File: src/rtl/alarm_bank.sv
// Multi-channel alarm controller: per-channel arm/ring/snooze FSMs with match-edge
// detection against the running BCD time, shared snooze/stop buttons and a 1 Hz buzzer.
module alarm_bank #(
   parameter  int NUM_ALARMS  = 4,
   parameter  int DIGITS      = 4,
   parameter  int RING_SECS   = 60,
   parameter  int SNOOZE_SECS = 300,
   localparam int ID_W        = (NUM_ALARMS > 1) ? $clog2(NUM_ALARMS) : 1
) (
   input  logic                         uclock,
   input  logic                         rst_n,
   input  logic                         sec_tick,
   input  logic [4*DIGITS-1:0]          t_bcd,
   input  logic [NUM_ALARMS*4*DIGITS-1:0] a_bcd,
   input  logic [NUM_ALARMS-1:0]        arm_btn,
   input  logic                         snooze_btn,
   input  logic                         stop_btn,
   output logic [NUM_ALARMS-1:0]        armed,
   output logic [NUM_ALARMS-1:0]        ringing,
   output logic [NUM_ALARMS-1:0]        snoozing,
   output logic [ID_W-1:0]              ring_id,
   output logic                         buzzer
);

   localparam int TW    = 4*DIGITS;
   localparam int CMAX  = (RING_SECS > SNOOZE_SECS) ? RING_SECS : SNOOZE_SECS;
   localparam int CNT_W = $clog2(CMAX + 1);

   localparam logic [1:0] S_DIS  = 2'd0;
   localparam logic [1:0] S_ARM  = 2'd1;
   localparam logic [1:0] S_RING = 2'd2;
   localparam logic [1:0] S_SNZ  = 2'd3;

   localparam logic [CNT_W-1:0] RING_LAST = CNT_W'(RING_SECS - 1);
   localparam logic [CNT_W-1:0] SNZ_LAST  = CNT_W'(SNOOZE_SECS - 1);

   logic [1:0]            r_state      [NUM_ALARMS];
   logic [CNT_W-1:0]      r_cnt        [NUM_ALARMS];
   logic [NUM_ALARMS-1:0] r_match_prev;
   logic [NUM_ALARMS-1:0] r_arm_prev;
   logic                  r_snz_prev;
   logic                  r_stop_prev;
   logic                  r_any_ring;
   logic                  r_beep_phase;

   logic [1:0]            w_state_nxt  [NUM_ALARMS];
   logic [CNT_W-1:0]      w_cnt_nxt    [NUM_ALARMS];
   logic [NUM_ALARMS-1:0] w_match;
   logic [NUM_ALARMS-1:0] w_mev;
   logic [NUM_ALARMS-1:0] w_arm_edge;
   logic [NUM_ALARMS-1:0] w_armed_nxt;
   logic [NUM_ALARMS-1:0] w_ring_nxt;
   logic [NUM_ALARMS-1:0] w_snz_nxt;
   logic [ID_W-1:0]       w_id_nxt;
   logic                  w_snz_edge;
   logic                  w_stop_edge;
   logic                  w_any_ring_nxt;
   logic                  w_phase_nxt;

   always_comb begin
      for (int k = 0; k < NUM_ALARMS; k++) begin
         w_match[k] = (t_bcd == a_bcd[k*TW +: TW]);
      end
   end

   assign w_mev       = w_match & ~r_match_prev;
   assign w_arm_edge  = arm_btn & ~r_arm_prev;
   assign w_snz_edge  = snooze_btn & ~r_snz_prev;
   assign w_stop_edge = stop_btn & ~r_stop_prev;

   // Branch order encodes priority: arm > stop > snooze > timeout/expiry > match.
   always_comb begin
      for (int k = 0; k < NUM_ALARMS; k++) begin
         w_state_nxt[k] = r_state[k];
         w_cnt_nxt[k]   = r_cnt[k];
         case (r_state[k])
            S_DIS: begin
               if (w_arm_edge[k]) w_state_nxt[k] = S_ARM;
            end
            S_ARM: begin
               if (w_arm_edge[k]) begin
                  w_state_nxt[k] = S_DIS;
               end else if (w_mev[k]) begin
                  w_state_nxt[k] = S_RING;
                  w_cnt_nxt[k]   = '0;
               end
            end
            S_RING: begin
               if (w_arm_edge[k]) begin
                  w_state_nxt[k] = S_DIS;
               end else if (w_stop_edge) begin
                  w_state_nxt[k] = S_ARM;
               end else if (w_snz_edge) begin
                  w_state_nxt[k] = S_SNZ;
                  w_cnt_nxt[k]   = '0;
               end else if (sec_tick) begin
                  if (r_cnt[k] == RING_LAST) begin
                     w_state_nxt[k] = S_ARM;
                     w_cnt_nxt[k]   = '0;
                  end else begin
                     w_cnt_nxt[k]   = r_cnt[k] + CNT_W'(1);
                  end
               end
            end
            S_SNZ: begin
               if (w_arm_edge[k]) begin
                  w_state_nxt[k] = S_DIS;
               end else if (w_stop_edge) begin
                  w_state_nxt[k] = S_ARM;
               end else if (sec_tick) begin
                  if (r_cnt[k] == SNZ_LAST) begin
                     w_state_nxt[k] = S_RING;
                     w_cnt_nxt[k]   = '0;
                  end else begin
                     w_cnt_nxt[k]   = r_cnt[k] + CNT_W'(1);
                  end
               end
            end
            default: w_state_nxt[k] = S_DIS;
         endcase
      end
   end

   // Outputs are registered from the next-state decode so they track state with no extra lag.
   always_comb begin
      w_id_nxt = '0;
      for (int k = 0; k < NUM_ALARMS; k++) begin
         w_armed_nxt[k] = (w_state_nxt[k] != S_DIS);
         w_ring_nxt[k]  = (w_state_nxt[k] == S_RING);
         w_snz_nxt[k]   = (w_state_nxt[k] == S_SNZ);
      end
      for (int k = NUM_ALARMS - 1; k >= 0; k--) begin
         if (w_ring_nxt[k]) w_id_nxt = ID_W'(k);
      end
   end

   assign w_any_ring_nxt = |w_ring_nxt;

   always_comb begin
      w_phase_nxt = r_beep_phase;
      if (w_any_ring_nxt && !r_any_ring) begin
         w_phase_nxt = 1'b1;
      end else if (w_any_ring_nxt && sec_tick) begin
         w_phase_nxt = ~r_beep_phase;
      end
   end

   always_ff @(posedge uclock or negedge rst_n) begin
      if (!rst_n) begin
         for (int k = 0; k < NUM_ALARMS; k++) begin
            r_state[k] <= S_DIS;
            r_cnt[k]   <= '0;
         end
         r_match_prev <= '0;
         r_arm_prev   <= '0;
         r_snz_prev   <= 1'b0;
         r_stop_prev  <= 1'b0;
         r_any_ring   <= 1'b0;
         r_beep_phase <= 1'b0;
         armed        <= '0;
         ringing      <= '0;
         snoozing     <= '0;
         ring_id      <= '0;
         buzzer       <= 1'b0;
      end else begin
         for (int k = 0; k < NUM_ALARMS; k++) begin
            r_state[k] <= w_state_nxt[k];
            r_cnt[k]   <= w_cnt_nxt[k];
         end
         r_match_prev <= w_match;
         r_arm_prev   <= arm_btn;
         r_snz_prev   <= snooze_btn;
         r_stop_prev  <= stop_btn;
         r_any_ring   <= w_any_ring_nxt;
         r_beep_phase <= w_phase_nxt;
         armed        <= w_armed_nxt;
         ringing      <= w_ring_nxt;
         snoozing     <= w_snz_nxt;
         ring_id      <= w_id_nxt;
         buzzer       <= w_phase_nxt & w_any_ring_nxt;
      end
   end

endmodule
File: config.mk
export PLATFORM = sky130hd
export DESIGN_NAME = alarm_bank
export DESIGN_NICKNAME = d
export VERILOG_FILES = /design/src/rtl/alarm_bank.sv
export SDC_FILE = /design/constraint.sdc
export NUM_CORES = 1
export LEC_CHECK = 0
export CORE_MARGIN = 3
export CORE_UTILIZATION = 40
export CTS_CLUSTER_SIZE = 28
export DETAILED_ROUTE_END_ITERATION = 8
export PLACE_DENSITY = 0.65
export RECOVER_POWER = 25
export SYNTH_ARGS = -nofsm -noshare
export SYNTH_HDL_FRONTEND = slang
export SYNTH_SLANG_ARGS = --single-unit
File: constraint.sdc
create_clock -name uclock -period 4.6 [get_ports uclock]
set_input_delay 0.69 -clock uclock [delete_from_list [all_inputs] [get_ports uclock]]
set_output_delay 0.69 -clock uclock [all_outputs]
set_load 0.1 [all_outputs]
==> reports/results.ini, run 1 <==
[timing]
slew_headroom=-0.470
rsz0062_at_grt=false
tns_ns=0
finalCriticalPeriod_ns=3.42
min_period_over_period=0.744
drv_slew=41
worst_pin_slew_ns=2.20
finalHoldViolations=0
fmax_ghz=0.292
setup_viol=0
skew_ns=0.00738

[final_layout]
n_fill_cell=967
area_delta_synth_final_pct=31.9
register_area_um2=1780
nNetsFinal=679
antenna_cells=0
multi_input_area_um2=2460
final_common_cell=clkdlybuf4s50_1
drive_gt1_frac=0.0494
fin_util=0.552
final_cell_mix=clkdlybuf4s50_1, dfrtp_1, o21ai_0

[logic_synthesis]
synth-edff-count=0
postSynthCellCount=481
synthFlopType=dfrtp_1
yosysWarningCount=0
synth.yosys.seq_area_share=0.406
syn_area_um2=4370
synth_cell_type_count=59
synth_fp_nets=578
ys_async_sr_fraction=1.00
ys_seq_elements=71
postSynthAreaPerCell_um2=9.09

[clock_network]
htree_levels=3
cts_num_sinks=71
clk-insertion-delay-late_ns=0.35
clockBufferDepth=2
cts_hold_buf=0
cts-buffers-inserted=9
root_buffer=clkbuf_8
postCtsSetupRepairBufs=0
path_clk_slew_ns=0.08
cts.repair.resized=0
cts_tree=built

[power]
p_comb_frac=0.242
power.internal_w=0.00119
vdd_drop_max_v=0.000237
power_density_nw_per_um2=294
seqPwrFrac=0.399
clock_power_share=0.359
p_sw_frac=0.297
p_leak_nw=2.42
p_switching_w=0.000504

[run_status]
status=complete, but fails checks
violations=capacitance limit, slew limit

[critical_path]
r2r.worst_path.cells=7
regToRegEndpoint=buzzer$_DFF_PN0_
regToRegStartpoint=r_cnt[9]$_DFFE_PN0P_
rrSetupSlack_ns=1.85
path_class=input port to register
endpoint_kind=register
path_max_fanout=11
cp-start-kind=input port
arrival_ns=3.66
critPathRequiredTime_ns=4.84

[global_route]
grt_max_degree=41
grt_pass1_wl_um=19100
grtUsageTotal=0.188
grt-ovfl-total=0
antenna_found_initial=0
grt_pass1_vias=4015

[detailed_routing]
post_drt_via_cell_ratio=5.47
vias=3952
ant_nets=0
drc=0
drt_pre_antenna_iters=5
drt-total-wl_um=11400
drt-wirelength-per-cell_um=15.8
drt-initial-drc-count=237

[die]
io_pins=104
die_y_um=111
placementRows=37
fp.dieW_um=111
dieArea_um2=12200
core-area_um2=10500
initial_core_util=0.418

[min_path]
holdCritStartpoint=r_any_ring$_DFF_PN0_
holdPathEnd=buzzer$_DFF_PN0_
hold_path_class=register to register
holdPathStages=1

[place]
gp_congestion=0.900
place_hpwl_um=8920
port_buffers=103

[run]
maxCapViolCount=1

==> synthesized netlist by cell type, types with 2 or more instances <==
library cell  instances  share of area
nor2b_1              18          0.026
nor3_1                4         0.0046
xnor2_1              17          0.034
nand2_1              22          0.019
or3_1                 3         0.0043
o21ai_0              55          0.063
and2_1                2         0.0029
inv_1                22          0.019
or4_1                 4         0.0069
nor4_1               13          0.019
or2_0                 2         0.0029
nand3b_1              4         0.0069
a211oi_1              2         0.0034
ha_1                  8          0.023
nand4b_1              3         0.0060
nor2_1               34          0.029
or2_2                 3         0.0043
clkbuf_1             13          0.011
nand3_1              19          0.022
nand2b_1             23          0.033
a21oi_1               9          0.010
a2bb2oi_1             2         0.0040
o211ai_1              3         0.0051
o31ai_1              17          0.029
or3b_2                2         0.0040
dfrtp_1              71           0.41
and3_1               12          0.017
o311ai_0              3         0.0060
xor2_1               49          0.098
o41ai_1               3         0.0060
nand4_1              10          0.014
a31oi_1               2         0.0029
==> power by group through the flow <==
| stage | sequential, W | combinational [W] | clock (W) |
|---|---|---|---|
| 2_1_floorplan | 0.000768 | 0.000157 | 0 |
| 3_3_place_gp | 0.000687 | 0.000406 | 0 |
| 3_5_place_dp | 0.000688 | 0.000412 | 0 |
| 4_1_cts | 0.000676 | 0.000414 | 0.000624 |
| 5_1_grt | 0.000679 | 0.000443 | 0.000653 |
| 6_report | 0.000676 | 0.000410 | 0.000610 |
==> layout make-up <==
| type | count | share of cell area |
|---|---|---|
| Clock buffer | 10 | 0.0239 |
| Clock inverter | 6 | 0.0186 |
| Inverter | 22 | 0.0143 |
| Multi-Input combinational cell | 373 | 0.426 |
| Sequential cell | 71 | 0.308 |
| Tap cell | 136 | 0.0295 |
| Timing Repair Buffer | 105 | 0.180 |
==> metrics by stage <==
stage | std cells | power, W | cell area (µm²) | setup slack (ns) | hold WS (ns)
6_report | 723 | 0.00170 | 5770 | 1.18 | 0.479
5_1_grt | 723 | 0.00178 | 5770 | 0.944 | 0.505
4_1_cts | 723 | 0.00171 | 5770 | 1.11 | 0.482
3_5_place_dp | 707 | 0.00110 | 5530 | 0.734 | 0.468
3_3_place_gp | 707 | 0.00109 | 5530 | 0.872 | 0.454
2_1_floorplan | 481 | 0.000925 | 4370 | 1.99 | 0.394
==> routing by layer <==
layer	GRT usage	up-vias	share of wire
met5	0	-	0
met4	0.0706	0	0.029
met3	0.0515	23	0.061
met2	0.320	134	0.49
met1	0.227	1872	0.42
li1	-	1923	-
==> sequential cells by signal, summed over array words and instances (netlist names) <==
register,count
r_snz_prev,1
r_any_ring,1
r_cnt,36
r_stop_prev,1
ringing,4
snoozing,4
ring_id,2
r_match_prev,4
buzzer,1
r_arm_prev,4
armed,4
r_beep_phase,1
r_state,8
==> critical path: stages <==
cell and delay, ns:
clkdlybuf4s50_1 0.53, xor2_1 0.22, nor4_1 0.42, nand4_1 0.24
nor4b_2 0.38, o21ai_0 0.42, or2_2 0.49, o41ai_1 0.27
==> logic make-up (layout without fill, tap and decap cells) <==
| group | after synthesis | in the layout | share of synthesized area |
|---|---|---|---|
| simple gates | 186 | 186 | 0.241 |
| compound gates | 112 | 112 | 0.163 |
| flops | 71 | 71 | 0.406 |
| xor+xnor | 66 | 66 | 0.132 |
| buf+inv | 37 | 143 | 0.0323 |
| fa+ha+maj | 8 | 8 | 0.0229 |
| mux | 1 | 1 | 0.00229 |
==> worst max-delay path by stage <==
stage / startpoint / endpoint / slack [ns] / depth (start not counted)
finish: t_bcd[3] / r_cnt[15]$_DFFE_PN0P_ / 1.18 / 8
global route: t_bcd[10] / r_cnt[15]$_DFFE_PN0P_ / 0.94 / 8
CTS: t_bcd[3] / r_cnt[15]$_DFFE_PN0P_ / 1.11 / 8
detailed placement: t_bcd[3] / r_cnt[15]$_DFFE_PN0P_ / 0.73 / 8
global placement: t_bcd[3] / r_cnt[15]$_DFFE_PN0P_ / 0.87 / 8
floorplan: t_bcd[13] / r_cnt[6]$_DFFE_PN0P_ / 1.99 / 8
No activity file was read; power rests on OpenSTA's default activity.
==> inputs of run 2 (changes only) <==
clock period = 3.5 ns   (was 4.6 ns; I/O delays follow)
==> run 2 against run 1 <==
  * The run still ends with capacitance limit, slew limit left
  * First-iteration DRC count shrank 3.4%
  * Die area is the same
  * Sequential power grew 32%
  * Largest power group unchanged
  * Routed wire length grew 0.69%
  * Design area grew 0.87%
  * Sequential share of layout area shrank 0.26 points
  * Utilization grew 0.48 points
  * Non-clock buffer count grew 12
  * Global-route usage grew 0.36 points
  * Combinational power grew 33%
  * Total power grew 27%
  * Clock skew grew 0.0014 ns
==> reports/results.ini, run 2 (synthesis gave the netlist of run 1 again) <==
[run_status]
status=complete, but fails checks
violations=capacitance limit, slew limit

[die]
initial_core_util=0.418
die_y_um=111
dieArea_um2=12200
fp.dieW_um=111
io_pins=104
placementRows=37
core-area_um2=10500

[place]
place_area_um2=5620
port_buffers=103
place_ws_ns=0.138
place_hpwl_um=9060
gp_congestion=0.822

[final_layout]
nNetsFinal=691
final_common_cell=clkdlybuf4s50_1
largest_reg_flops=36
regMostFlops=r_cnt
area_delta_synth_final_pct=33.1
final_cell_mix=clkdlybuf4s50_1, dfrtp_1, o21ai_0
fin_area_um2=5820
antenna_cells=0
largest_registers=r_cnt: 36 flops, r_state: 8 flops
drive_gt1_frac=0.0634

[timing]
rsz0062_at_grt=false
setup_slack_ns=0.521
drv_slew=44
fmax_ghz=0.336
finalHoldViolations=0
skew_ns=0.00882
min_period_over_period=0.851
tns_ns=0
finalCriticalPeriod_ns=2.98
setup_viol=0
worst_pin_slew_ns=2.36
slew_headroom=-0.574

[critical_path]
r2r.worst_path.cells=7
critical-path-max-stage-delay_ns=0.53
critical_path.endpoint=r_cnt[6]$_DFFE_PN0P_
path_class=input port to register
regToRegEndpoint=buzzer$_DFF_PN0_
slowest_stage=clkdlybuf4s50_1
path_max_fanout=8
regToRegStartpoint=r_cnt[7]$_DFFE_PN0P_
crit_path_cell_trace=clkdlybuf4s50_1, xor2_1, nor4_1, nand4_1, or4b_1, a21o_1, or2_0, o41ai_2
rrSetupSlack_ns=0.91
critPathLaunch=t_bcd[3]
cp-start-kind=input port
critPathRequiredTime_ns=3.75
endpoint_kind=register
arrival_ns=3.23

[clock_network]
root_buffer=clkbuf_8
clk-insertion-delay-late_ns=0.35
clockBufferDepth=2
postCtsSetupRepairBufs=0
cts_tree=built
cts_num_sinks=71
path_clk_slew_ns=0.08
htree_levels=3
cts.repair.resized=0
cts-buffers-inserted=9
cts_hold_buf=0

[power]
p_sw_frac=0.310
seqPwrFrac=0.412
power.internal_w=0.00149
power_density_nw_per_um2=370
p_comb_frac=0.253
vdd_drop_max_v=0.000270
p_leak_nw=2.45
p_switching_w=0.000669
clock_power_share=0.334

[detailed_routing]
vias=4045
drc=0
top_layer_used=met4
wl_met3_um=778
ant_nets=0
post_drt_via_cell_ratio=5.50
drt-wirelength-per-cell_um=15.6
drt-total-wl_um=11500
met1_length_um=4770
drt-initial-drc-count=229
wl_met2_um=5660
drt_pre_antenna_iters=4

[global_route]
grtUsageTotal=0.192
grt_pass1_vias=4184
grt-ovfl-total=0
grt_max_degree=44
antenna_found_initial=0
grt_pass1_wl_um=19300

[min_path]
holdCritStartpoint=r_any_ring$_DFF_PN0_
holdPathStages=1
hold_path_class=register to register

[run]
maxCapViolCount=2

## run 2: area by class of cell
cell class	instances	area [µm²]
clock buffers	10	128
inverters	22	82.6
multi-input cells	373	2460
clock inverters	6	85.1
repair buffers	117	1120
flip-flops and latches	71	1780
well taps	136	170
fillers	983	4640
## run 2: routing by layer
| layer | up-vias | track usage |
|---|---|---|
| met5 | - | 0 |
| met4 | 0 | 0.0821 |
| met3 | 21 | 0.0449 |
| met2 | 145 | 0.321 |
| met1 | 1932 | 0.235 |
| li1 | 1947 | - |
## run 2: worst min-delay path by stage
stage                       endpoint  slack (ns)
3_5_place_dp        buzzer$_DFF_PN0_        0.47
2_1_floorplan     armed[0]$_DFF_PN0_        0.23
5_1_grt             buzzer$_DFF_PN0_        0.50
3_3_place_gp        buzzer$_DFF_PN0_        0.46
4_1_cts        snoozing[0]$_DFF_PN0_        0.19
6_report            buzzer$_DFF_PN0_        0.47
## run 2: critical path: cells and delay by family
kind	cells	cell delay [ns]
XOR/XNOR	1	0.22
AND/OR/NAND/NOR	4	1.44
AO/OA/AOI/OAI	2	0.51
buffers and inverters	1	0.53
## run 2: metrics by stage
step                std cells  power (W)   util  hold WS (ns)
floorplan                 481    0.00122      -         0.229
global placement          719    0.00144  0.537         0.464
detailed placement        719    0.00146  0.537         0.467
CTS                       735    0.00218  0.557         0.193
global route              735    0.00227  0.556         0.500
finish                    735    0.00215  0.556         0.474
## run 2: power groups by stage
stage	Clock (W)	Sequential [W]	Combinational [W]
after floorplan	0	0.00101	0.000207
after global placement	0	0.000902	0.000543
after detailed placement	0	0.000905	0.000550
after CTS	0.000735	0.000889	0.000552
after global routing	0.000780	0.000895	0.000591
final	0.000721	0.000889	0.000546
